File: config.mk
export PLATFORM = sky130hd
export DESIGN_NAME = sram_port_arbiter
export DESIGN_NICKNAME = d
export VERILOG_FILES = /design/src/rtl/sram_port_arbiter.sv
export SDC_FILE = /design/constraint.sdc
export NUM_CORES = 1
export LEC_CHECK = 0
export BUFFER_PORTS_ARGS = -buffer_cell sky130_fd_sc_hd__clkbuf_2
export CORE_AREA = 10 10 141 143
export CTS_BUF_LIST = sky130_fd_sc_hd__clkbuf_4 sky130_fd_sc_hd__clkbuf_8 sky130_fd_sc_hd__clkbuf_16
export DETAILED_ROUTE_END_ITERATION = 6
export DIE_AREA = 0 0 151 153
export MAX_ROUTING_LAYER = met4
export PLACE_DENSITY = 0.46
export SLEW_MARGIN = 40
export SYNTH_ARGS = -nofsm -noshare
export SYNTH_HDL_FRONTEND = slang
export SYNTH_SLANG_ARGS = --single-unit
File: constraint.sdc
create_clock -name clk -period 1.16 [get_ports clk]
set_input_delay 0.174 -clock clk [delete_from_list [all_inputs] [get_ports clk]]
set_output_delay 0.174 -clock clk [all_outputs]
set_load 0.1 [all_outputs]
File: src/rtl/sram_port_arbiter.sv
// Two-requester front end for a single sram with one write and one registered read port.
// Write and read ports are arbitrated independently with round-robin priority on contention.
module sram_port_arbiter #(
    parameter int DWIDTH = 56,
    parameter int AWIDTH = 8
) (
    input  logic              clk,
    input  logic              rst,

    input  logic              a_req_valid,
    input  logic              a_req_we,
    input  logic [AWIDTH-1:0] a_req_addr,
    input  logic [DWIDTH-1:0] a_req_wdata,
    output logic              a_req_ready,
    output logic              a_rsp_valid,
    output logic [DWIDTH-1:0] a_rsp_data,

    input  logic              b_req_valid,
    input  logic              b_req_we,
    input  logic [AWIDTH-1:0] b_req_addr,
    input  logic [DWIDTH-1:0] b_req_wdata,
    output logic              b_req_ready,
    output logic              b_rsp_valid,
    output logic [DWIDTH-1:0] b_rsp_data,

    output logic              sram_we,
    output logic [AWIDTH-1:0] sram_addr_w,
    output logic [DWIDTH-1:0] sram_data_i,
    output logic [AWIDTH-1:0] sram_addr_r,
    input  logic [DWIDTH-1:0] sram_data_o
);

    logic       wr_prio;
    logic       rd_prio;
    logic [1:0] rsp_sel;

    logic a_wr_cand, b_wr_cand, a_rd_cand, b_rd_cand;
    logic a_wr_grant, b_wr_grant, a_rd_grant, b_rd_grant;
    logic wr_contest, rd_contest;

    // Candidates are masked by rst so no grant, ready or sram write can escape a reset cycle.
    always_comb begin
        a_wr_cand  = a_req_valid &  a_req_we & ~rst;
        b_wr_cand  = b_req_valid &  b_req_we & ~rst;
        a_rd_cand  = a_req_valid & ~a_req_we & ~rst;
        b_rd_cand  = b_req_valid & ~b_req_we & ~rst;

        wr_contest = a_wr_cand & b_wr_cand;
        rd_contest = a_rd_cand & b_rd_cand;

        a_wr_grant = a_wr_cand & (~b_wr_cand | ~wr_prio);
        b_wr_grant = b_wr_cand & (~a_wr_cand |  wr_prio);
        a_rd_grant = a_rd_cand & (~b_rd_cand | ~rd_prio);
        b_rd_grant = b_rd_cand & (~a_rd_cand |  rd_prio);
    end

    // On contention the winner is the favoured side, so flipping the bit points it at the loser.
    always_ff @(posedge clk) begin
        if (rst) begin
            wr_prio <= 1'b0;
            rd_prio <= 1'b0;
            rsp_sel <= '0;
        end else begin
            if (wr_contest) wr_prio <= ~wr_prio;
            if (rd_contest) rd_prio <= ~rd_prio;
            rsp_sel <= {b_rd_grant, a_rd_grant};
        end
    end

    always_comb begin
        a_req_ready = a_wr_grant | a_rd_grant;
        b_req_ready = b_wr_grant | b_rd_grant;

        sram_we     = a_wr_grant | b_wr_grant;
        sram_addr_w = '0;
        sram_data_i = '0;
        if (a_wr_grant) begin
            sram_addr_w = a_req_addr;
            sram_data_i = a_req_wdata;
        end else if (b_wr_grant) begin
            sram_addr_w = b_req_addr;
            sram_data_i = b_req_wdata;
        end

        sram_addr_r = '0;
        if (a_rd_grant)      sram_addr_r = a_req_addr;
        else if (b_rd_grant) sram_addr_r = b_req_addr;
    end

    // Responses are squashed while rst is high, which also drops a read granted just before reset.
    always_comb begin
        a_rsp_valid = rsp_sel[0] & ~rst;
        b_rsp_valid = rsp_sel[1] & ~rst;
        a_rsp_data  = a_rsp_valid ? sram_data_o : '0;
        b_rsp_data  = b_rsp_valid ? sram_data_o : '0;
    end

endmodule

==> results.md <==
- Status: complete, but fails checks
- Failing checks: setup timing
- Pleak: 0.00391 uW
- Crit path top cell by count: buf_12
- Most common cell after layout, fill and taps aside: buf_12
- Critical Path Source: wr_prio
- Worst hold path class: primary input to flop
- Clock Skew: about 0.0035 ns
- Maximum clock rate: 577 MHz
- Mean post-synth cell area: 7.02 um^2
- Fin crit share: 1.49
- Clock-pin slew on the worst setup and hold paths: 0.03 ns
- Rel. slew slack: 0.763
- Met2 wire len: 9.46 mm
- Die footprint: 23,100 um^2
- Worst Min Path Start: rst
- Grt total ovfl: 0
- Post-synthesis cell type count: 25
- Post-route setup slack: -0.574 ns
- Vias: 3,538
- Largest net degree at the start of global routing: 58
- Placed cell area: 8290 um^2
- Detailed-placement wirelength estimate: 16.1 mm
- Detailed Route WL: 17.5 mm
- P&R area growth vs syn: 371%
- Wire per inst: 19.8 um
- Unrepaired setup endpoints after global routing: yes
- GRT Util Overall: 0.144
- Filler instances: 1,470
- Met1 WL: 6.48 mm
- Mean number of vias per cell: 3.99
- Most frequent cells in the layout: buf_12, clkbuf_2, and2_4, a22o_4, buf_4
- Drt pass-1 iters: 4
- Most common flop cell mapped by yosys: dfxtp_1
- DRC violations left: 0
- VDD IR max: 0.389 mV
- Clock buffer depth: 2
- Power Density: about 500 nW/um^2
- Actual slew at the worst max-slew pin: approximately 0.35 ns
- Endpoint arrival time on the critical path: 1.56 ns
- Die Wd: between 150 and 200 um
- Setup TNS: -75.32 ns
- EDFF count, synth: 0
- CTS tree: built
- Setup crit end kind: output port
- RR Startpoint: rd_prio
- FF/Latch Area: 86.3 um^2
- DR iter-0 viols: ~60
- Top routing layer in use: met4
- Worst EP required: 0.99 ns
- Final instance area: ~8500 um^2
- Min Tclk post-route: 1.73 ns
- CP top delay family: buffers and inverters
- Initial antenna violation count: 1
- Worst skew pair latency: 0.23 ns
- Yosys reg bits: 4
- Non-filler cells, final: a little under 900
- Starting density of the core: 0.106
- Num rows: 48
- Synth warn: 0
- Final hold slack: 0.370 ns
- CP Max Fanout: 11
- IO Port Bufs: between 300 and 400
- Share of cells above drive strength 1: 0.961
- Register area share after synthesis: 0.0444
- Die Y: 153 um
- Synthesized cell area: ~1800 um^2
- First-pass GRT wire length: 25.0 mm
- # setup viols final: 189
- Worst path max stage delay: 0.37 ns
- Max-cap violations: 0
- Area of the multi-input gates: roughly 2700 um^2
- Crit path launch type: flop
- GP Congestion: 0.846
- Root buffer cell: clkbuf_16
- Ys async rst share: 0
- CP max stage cell: dfxtp_4
- Num CTS Buffers: 3
- Final nets: 851
- Clock sinks: 4
- Slew Viols, Final: 0
- Met3 wire len: ~1.4 mm
- WP buf/inv: 3
- Worst setup path category: flop to output port
- Vias in the first global route: 3,934
- Core area: 17,100 um^2
- DP Worst Slack: -0.411 ns
- Synth Instances: about 260
- Net count after synthesis: 447
- Final Hold Fails: 0
- Number of routed nets with antenna violations: 0
- Post-Place Cells: 874
- Crit-path cells: nand3_4, nor3b_4, buf_12, buf_12, a22o_4, buf_12
- I/O Pins: between 300 and 400
- H-tree level count: 1
## layer usage
| layer | global-route usage | vias to the layer above |
|---|---|---|
| met2 | 0.264 | 182 |
| met1 | 0.153 | 1621 |
| li1 | - | 1725 |
| met5 | - | - |
| met3 | 0.0378 | 10 |
| met4 | 0.0202 | 0 |
## path summary, 6_finish.rpt
check,to,slack (ns),cells past startpoint
worst min register to register,wr_prio,0.52,2
worst max register to register,rsp_sel[1],0.16,4
worst min-delay path,rsp_sel[1],0.37,3
worst max-delay path,sram_data_i[41],-0.57,6
## Yosys cell counts, drive strengths merged, types with 2 or more instances
master | count | area share
dfxtp | 4 | 0.044
a22o | 56 | 0.27
o22ai | 16 | 0.056
a21oi | 4 | 0.011
clkbuf | 15 | 0.035
inv | 3 | 0.0062
nor2b | 2 | 0.0069
buf | 13 | 0.053
nor2 | 3 | 0.0062
nand3 | 2 | 0.0056
nand2b | 16 | 0.056
nand2 | 2 | 0.0069
and2 | 112 | 0.39
## logic make-up (layout without fill, tap and decap cells)
logic type / after synthesis / in the layout / share of synthesized area
AOI/OAI and AO/OA: 81 / 81 / 0.371
xor gates and xnor gates: 1 / 1 / 0.00486
buffers and inverters: 31 / 434 / 0.0944
DFF: 4 / 4 / 0.0444
other: 0 / 1 / 0
and+or+nand+nor: 140 / 140 / 0.486
## registers in the layout (all words and copies together), names as in the netlist
signal	cells
rd_prio	1
rsp_sel	2
wr_prio	1
## area by class of cell
class / count / share of cell area
timing repair buffer: 427 / 0.633
multi-input combinational: 222 / 0.313
tap: 225 / 0.0331
sequential: 4 / 0.0102
clock buffer: 4 / 0.00972
inverter: 3 / 0.00133
antenna: 1 / 0.000294
## where the power goes
part	total (uW)	internal, uW	switching, uW	leakage (uW)
Sequential	147	143	4.32	0.0000343
Clock	588	478	110	0.0000416
Combinational	3520	1430	2090	0.00383
Total	4250	2050	2210	0.00391
## worst reg2reg max path, cell delays in order, from the launching register on
cell	delay, ns
dfxtp_2	0.33
o311ai_4	0.25
buf_6	0.15
buf_16	0.12
nor2_1	0.04
## metrics by stage
stage	util	power (uW)
2_1_floorplan	-	2200
3_3_place_gp	0.486	3630
3_5_place_dp	0.486	3650
4_1_cts	0.498	4290
5_1_grt	0.498	4390
6_report	0.498	4250
## repair_timing
item | in CTS | in global routing
pin swaps | 47 | 39
setup buffers | 5 | 1
endpoints found under the setup margin | 189 | 189
hold buffers | 0 | 0
resized for setup | 6 | 1
gates cloned | 2 | 0
Note: power is estimated with default switching activity, not from simulation.
